File: src/rtl/naive_cpu.sv
// Five-stage in-order core (IF, ID, EX, MEM, WB) with a read-only observer port.
// Define FORWARDING_EN to bypass EX/MEM/WB results into ID operands.
module naive_cpu #(
  parameter logic [15:0] RESET_PC = 16'h0000
) (
  input  logic        clk,
  input  logic        rst,
  input  logic [15:0] rom_data_i,
  output logic [15:0] rom_addr_o,
  output logic        rom_ce_o,
  input  logic [3:0]  ob_sel,
  input  logic [2:0]  ob_mode_i,
  output logic [15:0] ob_data_o
);

  typedef enum logic [2:0] {
    ALU_ADD  = 3'd0,
    ALU_SUB  = 3'd1,
    ALU_AND  = 3'd2,
    ALU_OR   = 3'd3,
    ALU_XOR  = 3'd4,
    ALU_PASS = 3'd5
  } alu_op_t;

  logic [15:0] pc;
  logic        fetch_en;

  logic [15:0] ifid_instr;
  logic        ifid_valid;

  logic [15:0] idex_a;
  logic [15:0] idex_b;
  alu_op_t     idex_op;
  logic [3:0]  idex_rd;
  logic        idex_we;

  logic [15:0] exmem_data;
  logic [3:0]  exmem_rd;
  logic        exmem_we;

  logic [15:0] wb_data;
  logic [3:0]  wb_waddr;
  logic        wb_we;

  logic [15:0] gpr [16];

  // Fetch: the first edge after reset only enables the ROM; PC starts moving next edge.
  always_ff @(posedge clk or negedge rst) begin
    if (!rst) begin
      fetch_en <= 1'b0;
      pc       <= RESET_PC;
    end else begin
      fetch_en <= 1'b1;
      if (fetch_en) pc <= pc + 16'd1;
    end
  end

  assign rom_addr_o = pc;
  assign rom_ce_o   = fetch_en;

  always_ff @(posedge clk or negedge rst) begin
    if (!rst) begin
      ifid_instr <= '0;
      ifid_valid <= 1'b0;
    end else if (fetch_en) begin
      ifid_instr <= rom_data_i;
      ifid_valid <= 1'b1;
    end else begin
      ifid_instr <= '0;
      ifid_valid <= 1'b0;
    end
  end

  logic [5:0] id_opc;
  logic [3:0] id_rd;
  logic [3:0] id_rs;
  logic [1:0] id_fn;
  logic [5:0] id_imm;

  assign id_opc = ifid_instr[15:10];
  assign id_rd  = ifid_instr[9:6];
  assign id_rs  = ifid_instr[5:2];
  assign id_fn  = ifid_instr[1:0];
  assign id_imm = ifid_instr[5:0];

  alu_op_t     dec_op;
  logic        dec_we;
  logic        dec_use_imm;
  logic [15:0] dec_imm;

  always_comb begin
    dec_op      = ALU_ADD;
    dec_we      = 1'b0;
    dec_use_imm = 1'b0;
    dec_imm     = '0;
    if (ifid_valid) begin
      case (id_opc)
        6'b000000: begin
          dec_we = 1'b1;
          case (id_fn)
            2'b00:   dec_op = ALU_ADD;
            2'b01:   dec_op = ALU_SUB;
            2'b10:   dec_op = ALU_AND;
            default: dec_op = ALU_OR;
          endcase
        end
        6'b001000: begin
          dec_we = 1'b1; dec_use_imm = 1'b1; dec_op = ALU_ADD;
          dec_imm = {{10{id_imm[5]}}, id_imm};
        end
        6'b001100: begin
          dec_we = 1'b1; dec_use_imm = 1'b1; dec_op = ALU_AND;
          dec_imm = {10'b0, id_imm};
        end
        6'b001101: begin
          dec_we = 1'b1; dec_use_imm = 1'b1; dec_op = ALU_OR;
          dec_imm = {10'b0, id_imm};
        end
        6'b001110: begin
          dec_we = 1'b1; dec_use_imm = 1'b1; dec_op = ALU_XOR;
          dec_imm = {10'b0, id_imm};
        end
        6'b001111: begin
          dec_we = 1'b1; dec_use_imm = 1'b1; dec_op = ALU_PASS;
          dec_imm = {id_imm, 10'b0};
        end
        default: dec_we = 1'b0;
      endcase
    end
    // r0 is hardwired to zero, so a write to it is simply never issued.
    if (id_rd == 4'd0) dec_we = 1'b0;
  end

  // Register-file read ports with write-through from the WB stage.
  logic [15:0] rf_a;
  logic [15:0] rf_b;

  always_comb begin
    rf_a = gpr[id_rd];
    if (wb_we && (wb_waddr == id_rd)) rf_a = wb_data;
    if (id_rd == 4'd0) rf_a = '0;
    rf_b = gpr[id_rs];
    if (wb_we && (wb_waddr == id_rs)) rf_b = wb_data;
    if (id_rs == 4'd0) rf_b = '0;
  end

  logic [15:0] ex_result;
  logic [15:0] op_a;
  logic [15:0] op_b;

`ifdef FORWARDING_EN
  // Later assignments win, giving EX > MEM > WB (WB already folded into rf_*).
  always_comb begin
    op_a = rf_a;
    op_b = rf_b;
    if (exmem_we && (exmem_rd == id_rd)) op_a = exmem_data;
    if (exmem_we && (exmem_rd == id_rs)) op_b = exmem_data;
    if (idex_we && (idex_rd == id_rd))   op_a = ex_result;
    if (idex_we && (idex_rd == id_rs))   op_b = ex_result;
  end
`else
  assign op_a = rf_a;
  assign op_b = rf_b;
`endif

  always_ff @(posedge clk or negedge rst) begin
    if (!rst) begin
      idex_a  <= '0;
      idex_b  <= '0;
      idex_op <= ALU_ADD;
      idex_rd <= '0;
      idex_we <= 1'b0;
    end else begin
      idex_a  <= op_a;
      idex_b  <= dec_use_imm ? dec_imm : op_b;
      idex_op <= dec_op;
      idex_rd <= id_rd;
      idex_we <= dec_we;
    end
  end

  always_comb begin
    case (idex_op)
      ALU_ADD:  ex_result = idex_a + idex_b;
      ALU_SUB:  ex_result = idex_a - idex_b;
      ALU_AND:  ex_result = idex_a & idex_b;
      ALU_OR:   ex_result = idex_a | idex_b;
      ALU_XOR:  ex_result = idex_a ^ idex_b;
      ALU_PASS: ex_result = idex_b;
      default:  ex_result = '0;
    endcase
  end

  // MEM has no data memory; EX/MEM and MEM/WB are plain pass-through registers.
  always_ff @(posedge clk or negedge rst) begin
    if (!rst) begin
      exmem_data <= '0;
      exmem_rd   <= '0;
      exmem_we   <= 1'b0;
      wb_data    <= '0;
      wb_waddr   <= '0;
      wb_we      <= 1'b0;
    end else begin
      exmem_data <= ex_result;
      exmem_rd   <= idex_rd;
      exmem_we   <= idex_we;
      wb_data    <= exmem_data;
      wb_waddr   <= exmem_rd;
      wb_we      <= exmem_we;
    end
  end

  always_ff @(posedge clk or negedge rst) begin
    if (!rst) begin
      for (int i = 0; i < 16; i++) gpr[i] <= '0;
    end else if (wb_we && (wb_waddr != 4'd0)) begin
      gpr[wb_waddr] <= wb_data;
    end
  end

  always_comb begin
    case (ob_mode_i)
      3'd0:    ob_data_o = gpr[ob_sel];
      3'd1:    ob_data_o = pc;
      3'd2:    ob_data_o = ifid_instr;
      3'd3:    ob_data_o = ex_result;
      3'd4:    ob_data_o = wb_data;
      3'd5:    ob_data_o = {wb_we, 11'b0, wb_waddr};
      default: ob_data_o = '0;
    endcase
  end

endmodule

File: config.mk
export PLATFORM = sky130hd
export DESIGN_NAME = naive_cpu
export DESIGN_NICKNAME = d
export VERILOG_FILES = /design/src/rtl/naive_cpu.sv
export SDC_FILE = /design/constraint.sdc
export NUM_CORES = 1
export LEC_CHECK = 0
export CORE_MARGIN = 2
export CORE_UTILIZATION = 35
export CTS_CLUSTER_DIAMETER = 200
export DETAILED_ROUTE_END_ITERATION = 16
export REMOVE_ABC_BUFFERS = 1
export SKIP_LAST_GASP = 1
export SYNTH_ARGS = -nofsm -noshare
export SYNTH_HDL_FRONTEND = slang
export SYNTH_SLANG_ARGS = --single-unit
File: constraint.sdc
create_clock -name clk -period 6.5 [get_ports clk]
set_clock_uncertainty 0.05 [all_clocks]
set_input_delay 1.625 -clock clk [delete_from_list [all_inputs] [get_ports clk]]
set_output_delay 1.625 -clock clk [all_outputs]
set_load 0.1 [all_outputs]
**Word level (Yosys, flattened, before mapping)**

Index checks and enable logic that the tools add are counted.

- Register bits after elaboration: 372
- Latch bits: 0
- Bits in writable memories: 0
- ROM bits: 0
- Bits of input ports: 25
- Output and inout port bits: 33
- Word-level logic and storage cells: 110
- Memories kept: 0

- Add/sub/neg operators: 3
- $mul: 0
- Div/mod/pow operators: 0
- Magnitude comparators: 5
- Equal/unequal tests: 19
- Shift operators: 0
- Mux-type cells: 31
- Bitwise operators: 7
- Reduce and logical (&&, ||, !) cells: 14

Operators with widths:

| cell | count |
|---|---|
| $bwmux W256 | 1 |
| $mux W16 | 14 |
| $bmux W16 S4 | 3 |
| $pmux W16 S6 | 2 |
| $demux W16 S4 | 1 |
| $pmux W16 S3 | 1 |
| $eq A6 B4 Y1 const B | 5 |
| $ge A5 B5 Y1 const B | 4 |
| $not A4 Y5 | 4 |
| $add A16 B1 Y16 const B | 1 |
| $add A16 B16 Y16 | 1 |
| $and A16 B16 Y16 | 1 |
| $or A16 B16 Y16 | 1 |
| $sub A16 B16 Y16 | 1 |
| $xor A16 B16 Y16 | 1 |
| $pmux W3 S5 | 1 |
| $eq A3 B2 Y1 const B | 4 |
| $eq A3 B3 Y1 const B | 4 |
| $eq A4 B4 Y1 | 2 |
| $logic_not A4 Y1 | 2 |
| $eq A3 B1 Y1 const B | 2 |
| $logic_not A3 Y1 | 2 |
| $logic_not A6 Y1 | 1 |
| $mux W1 | 6 |
| 11 further kinds | 14 |

**Depth between registers and ports, before layout**

Gate-level depths: netlist of the first run.

- Depth after elaboration: 7
- Mapped depth: 15
- Mapped depth without buffers: 14

**Worst setup path before layout of the first run**

Ideal clock, no wire load.

- Kind: register to output
- Start: register idex_op[2]
- End: output ob_data_o[14]
- Arrival time: 5.453 ns
- Slack: -0.628 ns
- Stages on the path, launching flop included: 15
- Buffers on the path: 2
- Cell sequence: dfrtp_1 nor2_1 and2_1 clkbuf_1 clkbuf_1 nor2_1 xnor2_1 ha_1 nor2b_1 o2111ai_1 nand2_1 o22ai_1 nand2_1 a21oi_1 o41ai_1

- Cells in the longest elaborated chain, start to end: 3

Ends and longest elaborated chain:

| element | line | RTL |
|---|---|---|
| start: declaration | 33 | `alu_op_t idex_op;` |
| start signal: assignment | 176 | `idex_op <= dec_op;` |
| $eq A3 B3 Y1 (tied with other cells) | 183 | `case (idex_op)` |
| $pmux W16 S6 * | 183 |  |
| $pmux W16 S6 * | 222 | `case (ob_mode_i)` |
| end: declaration | 13 | `output logic [15:0] ob_data_o` |

Mark *: on every way between the ends. The rest lies on a longest branch, timed or not.

**Worst setup path after layout of the first run**

- Start: register idex_op[1]
- End: output ob_data_o[11]

- Cells in the longest elaborated chain, start to end: 3

Ends and longest elaborated chain:

| element | line | RTL |
|---|---|---|
| $eq A3 B3 Y1 (tied with other cells) | 183 |  |
| $pmux W16 S6 * | 183 |  |
| via ex_result[11] | 147 | `logic [15:0] ex_result;` |
| $pmux W16 S6 * | 222 |  |

Mark *: on every way through the listed nets, which the timed path passes. The rest lies on a longest branch.

==> results_dict.tcl, run 1 <==
set metrics [dict create \
    p_leak_uw 0.0107 \
    critPathLaunchType "flip-flop" \
    path_clk_slew_ps 60 \
    postCtsHoldBufs 0 \
    core_area_mm2 0.0627 \
    area_growth_syn_to_layout_pct 13.3 \
    synthTopCellsByArea "dfrtp_1 42%, mux4_2 24%, mux2_2 13%" \
    die_w_um 255 \
    num_vias 14906 \
    ant_nets 0 \
    grt_pass1_wl_mm 102 \
    drc_errors 0 \
    combPwrFrac 0.304 \
    cts_setup_buffers 0 \
    start_util 0.352 \
    ff2ff_setup_slack_ps 2890 \
    die_area_mm2 0.0651 \
    irDropWorstVdd_v 0.000213 \
    final_common_cell "dfrtp_1" \
    fin_cells 2494 \
    grt_max_degree 139 \
    cts_tree "built" \
    grt_pass1_vias 15199 \
    dp_hpwl_mm 45.7 \
    ioPinCount 58 \
    holdPathEnd "exmem_rd[0]" \
    dp.cells 2424 \
    first_pass_iters 5 \
    yosys_warnings 0 \
    power.switching_uw 2850 \
    drv_slew 0 \
    max_cap_viol_count 0 \
    rows 92 \
    cts-buffers-inserted 40 \
    synthCells 1619 \
    synth-seq-cells 372 \
    grt.overflow.total 0 \
    netlist_area_mm2 0.0221 \
    pwr-share-clk 0.294 \
    htreeDepth 2 \
    clock-root-buffer "clkbuf_16" \
    clock.fmax_ghz 0.163 \
    fin_nets 1695 \
    crit_type "flip-flop to primary output" \
    synth_largest_area_cell "dfrtp_1" \
    cts.repair.resized 0 \
    period_share 0.947 \
    required_ps 4830 \
    netSwitchingFraction 0.361 \
    whs_path_depth 0 \
    synth_cell_type_count 57 \
    die_h_um 255 \
    synth_top_area_frac 0.422 \
    clock_latency_ps 570 \
    intPower_uw 5050 \
    layout_common_cells "367 x dfrtp_1, 250 x mux2_2, 232 x mux4_2" \
    drt-total-wl_mm 68.4 \
    worst_setup_path_end_kind "primary output" \
    setup_viol 0 \
    rsz0062_at_grt "no" \
    via_per_inst 5.98 \
    synth_edf_count 0 \
    async_flop_share 1.00 \
    cts_sinks 372 \
    diodes 0 \
    r2r_cells 11 \
    worst_pin_slew_ps 1130 \
    r2r_end "exmem_data[11]" \
    wl_per_cell_um 27.4 \
    crit_fanout 6 \
    groute.usage.overall 0.213 \
    gp_congestion 0.913 \
    slew-limit-headroom 0.245 \
    yosysSeqAreaShare 0.422 \
    fin_crit_ps 6150 \
    p_seq_frac 0.402 \
    hp-class "flip-flop to flip-flop" \
    drt_iter0_drc 1582 \
    setup_tns_ps 0 \
    p_per_area_mw_per_mm2 316 \
    status "finished clean" \
    cts.path.max_buffers 3 \
    hold_viol_final 0 \
    antenna_found_initial 2 \
    ys.flop_type "dfrtp_1" \
    syn_avg_cell_area_um2 13.6 \
    drive_above_1_share 0.387 \
    portBuffers 57 \
    arrival_ps 4480 \
    hp-start "idex_rd[0]" \
    r2r_start "idex_op[1]" \
    n_fill_cell 5717 \
]
## layout make-up
class	instances	area, um2	share of cell area
clock inverters	17	179	0.00716
well taps	846	1060	0.0423
multi-input cells	1054	12000	0.480
inverters	44	165	0.00660
repair buffers	108	1140	0.0455
flip-flops and latches	372	9320	0.373
clock buffers	53	1130	0.0452
## metrics by stage
| stage | power (uW) | util | hold WS [ps] | setup slack [ps] | cell area [um2] |
|---|---|---|---|---|---|
| after CTS | 7900 | 0.399 | 299 | 314 | 25000 |
| after global placement | 5520 | 0.378 | 283 | 561 | 23700 |
| after floorplan | 4650 | - | 281 | -1130 | 21400 |
| final | 7900 | 0.399 | 298 | 347 | 25000 |
| after global routing | 8230 | 0.399 | 307 | 143 | 25000 |
| after detailed placement | 5560 | 0.378 | 285 | 501 | 23700 |
## Yosys cell counts, types with 26 or more instances
cell and n:
o21ai_0 37, buf_2 34, inv_1 43, a21oi_1 46
clkbuf_1 93, nor2b_1 26, dfrtp_1 372, mux2i_1 38
ha_1 49, xnor2_1 33, nor2_1 72, mux2_2 250
mux4_2 232, nand2_1 52
## worst max-delay path, cell delays in order (launching register included)
cell and delay [ps]:
dfrtp_1 390, nor2_1 120, and2_1 320, mux2_2 400, inv_1 60, ha_1 210, nor2b_1 160, o21a_1 220
o41ai_1 600, nand2_1 140, xnor2_1 150, o221ai_1 610, a221o_1 360, buf_12 190
## logic make-up after synthesis
| kind of cell | after synthesis | share of synthesized area |
|---|---|---|
| other | 1 | 0.000170 |
| AND/OR/NAND/NOR | 243 | 0.0535 |
| XOR/XNOR | 49 | 0.0194 |
| flip-flops | 372 | 0.422 |
| adder cells (fa/ha/maj) | 50 | 0.0287 |
| multiplexers | 520 | 0.381 |
| AO/OA/AOI/OAI | 191 | 0.0572 |
| buffers and inverters | 193 | 0.0378 |
## flip-flops by register name (all words and copies together) (netlist names), 16 cells and up
register / flops
exmem_data: 16
ifid_instr: 16
idex_b: 16
wb_data: 16
idex_a: 16
rom_addr_o: 16
gpr: 256
## layer usage
| layer | part of all wire | GRT usage | up-vias |
|---|---|---|---|
| met3 | 0.069 | 0.0336 | 146 |
| li1 | - | - | 6186 |
| met5 | 0.00015 | 0 | - |
| met2 | 0.47 | 0.342 | 674 |
| met1 | 0.42 | 0.295 | 7898 |
| met4 | 0.037 | 0.0762 | 2 |
## how the worst max path moves through the flow
stage | depth (start not counted) | end | slack [ps] | startpoint
detailed placement | 7 | ob_data_o[14] | 500 | ob_mode_i[2]
floorplan | 10 | ob_data_o[14] | -1130 | idex_op[0]
finish | 13 | ob_data_o[11] | 350 | idex_op[1]
global placement | 7 | ob_data_o[14] | 560 | ob_mode_i[2]
global route | 13 | ob_data_o[11] | 140 | idex_op[2]
CTS | 13 | ob_data_o[11] | 310 | idex_op[1]
## power groups by stage
stage	logic, uW	registers, uW	clock network, uW
after detailed placement	2370	3200	0
final	2400	3180	2320
after floorplan	1510	3150	0
after global placement	2340	3180	0
after global routing	2550	3230	2450
after CTS	2380	3160	2360
No activity file was read; power rests on OpenSTA's default activity.
==> run 2: changes to the inputs <==
--- a/config.mk
+++ b/config.mk
@@ -11,6 +11,7 @@
 export DETAILED_ROUTE_END_ITERATION = 16
 export REMOVE_ABC_BUFFERS = 1
 export SKIP_LAST_GASP = 1
+export SLEW_MARGIN = 5
 export SYNTH_ARGS = -nofsm -noshare
 export SYNTH_HDL_FRONTEND = slang
 export SYNTH_SLANG_ARGS = --single-unit
==> results of run 2 <==
No change in the layout: final DEF, timing and power equal those of run 1.
==> run 3: changes to the inputs <==
--- a/config.mk
+++ b/config.mk
@@ -6,9 +6,10 @@
 export NUM_CORES = 1
 export LEC_CHECK = 0
 export CORE_MARGIN = 2
-export CORE_UTILIZATION = 35
+export CORE_UTILIZATION = 57
 export CTS_CLUSTER_DIAMETER = 200
 export DETAILED_ROUTE_END_ITERATION = 16
+export PLACE_DENSITY = 0.77
 export REMOVE_ABC_BUFFERS = 1
 export SKIP_LAST_GASP = 1
 export SLEW_MARGIN = 5
==> constraint.sdc (replaced) <==
create_clock -name clk -period 5.5 [get_ports clk]
set_clock_uncertainty 0.05 [all_clocks]
set_input_delay 1.375 -clock clk [delete_from_list [all_inputs] [get_ports clk]]
set_output_delay 1.375 -clock clk [all_outputs]
set_load 0.1 [all_outputs]
==> results_dict.tcl, run 3 (same netlist as run 1, synthesis figures left out) <==
set metrics [dict create \
    portBuffers 57 \
    p_leak_uw 0.0108 \
    fin_crit_ps 5360 \
    irDropWorstVdd_v 0.000273 \
    groute.usage.overall 0.327 \
    grt_pass1_wl_mm 98.5 \
    ioPinCount 58 \
    ant_nets 0 \
    slew-limit-headroom 0.235 \
    wl_per_cell_um 29.4 \
    die_area_mm2 0.0403 \
    crit_buf_inv 2 \
    clock_latency_ps 560 \
    intPower_uw 6120 \
    crit_type "flip-flop to primary output" \
    core_area_mm2 0.0385 \
    r2r_start "idex_b[0]" \
    power_uw 9460 \
    grt_pass1_vias 15714 \
    critPathMaxStageDelay_ps 410 \
    max_cap_viol_count 0 \
    fin_util 0.646 \
    period_share 0.975 \
    crit_fanout 6 \
    final_common_cell "dfrtp_1" \
    status "finished clean" \
    p_per_area_mw_per_mm2 381 \
    netSwitchingFraction 0.353 \
    drv_slew 0 \
    power.switching_uw 3350 \
    setup_viol 0 \
    drt_iter0_drc 1305 \
    required_ps 4070 \
    p_seq_frac 0.399 \
    cts_sinks 372 \
    via_per_inst 6.92 \
    drive_above_1_share 0.397 \
    largest_reg_flops 256 \
    first_pass_iters 5 \
    clock.fmax_ghz 0.187 \
    crit_chain "inv_1 > ha_1 > nor2_1 > xnor2_1 > ha_1 > or2_2 > o221ai_1 > a211o_1 > nor2b_1 > o21ai_0 > xnor2_1 > o21ai_1 > buf_12" \
    cp-startpoint "idex_b[0]" \
    drt-total-wl_mm 64.2 \
    hp-start "exmem_data[13]" \
    dp.cells 2106 \
    layout_common_cells "367 x dfrtp_1, 250 x mux2_2, 232 x mux4_2" \
    cpLargestDelayFamily "compound AO/OA/AOI/OAI gates" \
    start_util 0.574 \
    num_vias 15096 \
    pwr-share-clk 0.296 \
    grt_max_degree 125 \
    cts-buffers-inserted 39 \
    cts.path.max_buffers 3 \
    grt.overflow.total 0 \
    gp_congestion 0.955 \
    setup_tns_ps 0 \
    clock-root-buffer "clkbuf_16" \
    fin_nets 1708 \
    area_growth_syn_to_layout_pct 12.5 \
    hp-class "flip-flop to flip-flop" \
    arrival_ps 3940 \
    hold_ws_ps 295 \
    crit_path_top_delay_cell "dfrtp_2" \
    dp_hpwl_mm 42.1 \
    regMostFlops "gpr" \
    die_h_um 201 \
    critPathLaunchType "flip-flop" \
    rsz0062_at_grt "yes" \
    antenna_found_initial 2 \
    fin_cells 2183 \
    cts_tree "built" \
    combPwrFrac 0.305 \
    htreeDepth 2 \
    path_clk_slew_ps 60 \
    worst_setup_path_end_kind "primary output" \
    drc_errors 0 \
    worst_pin_slew_ps 1140 \
    die_w_um 201 \
    rows 72 \
    hold_viol_final 0 \
]
## run 3: changes by cell type in the layout (fill, tap and decap cells not counted), moves of 2 or more
cell / previous run / this run
buf_4: 49 / 59
buf_12: 19 / 23
nor2_2: 0 / 3
bufinv_16: 3 / 5
clkinv_2: 8 / 10
nor2_4: 9 / 7
nor3_1: 13 / 11
nor3_2: 1 / 3
o21ai_0: 37 / 35
o21ai_1: 3 / 5
## run 3: power by group through the flow
stage / Combinational [uW] / Clock (uW) / Sequential, uW
global placement: 2750 / 0 / 3740
CTS: 2820 / 2820 / 3740
finish: 2890 / 2800 / 3770
floorplan: 1780 / 0 / 3720
global route: 3070 / 2940 / 3820
detailed placement: 2800 / 0 / 3780
## run 3: metrics by stage
stage,cell area (um2),setup slack [ps]
final,24800,140
after global routing,24800,-42.8
after CTS,24800,18.5
after detailed placement,23400,40.4
after global placement,23400,108
after floorplan,21400,-1880
## run 3: routing by layer
metal / global-route usage / part of all wire
met5: 0 / 0.00014
met4: 0.168 / 0.059
met3: 0.0773 / 0.094
met2: 0.514 / 0.47
met1: 0.431 / 0.38
## run 3: path summary, 6_finish.rpt
kind | slack [ps] | endpoint | depth (start not counted)
worst max-delay path | 140 | ob_data_o[13] | 13
max in group asynchronous | 3350 | idex_a[7] | 2
worst min-delay path | 300 | wb_data[13] | 0
worst max register to register | 2210 | exmem_data[13] | 12
min in group asynchronous | 830 | gpr[98] | 1
worst min register to register | 300 | wb_data[13] | 0
## run 3: repair_timing
action,CTS,global route
buffers inserted,0,4
hold buffers,0,0
endpoints found under the setup margin,4,7
resized for setup,3,10
pin swaps,0,2
## run 3: area by class of cell
type / instances / area, um2
clock buffers: 52 / 1120
well taps: 518 / 648
diodes: 1 / 2.50
clock inverters: 20 / 249
fillers: 2758 / 13600
repair buffers: 122 / 1300
multi-input cells: 1054 / 12000
flip-flops and latches: 372 / 9320
inverters: 44 / 165
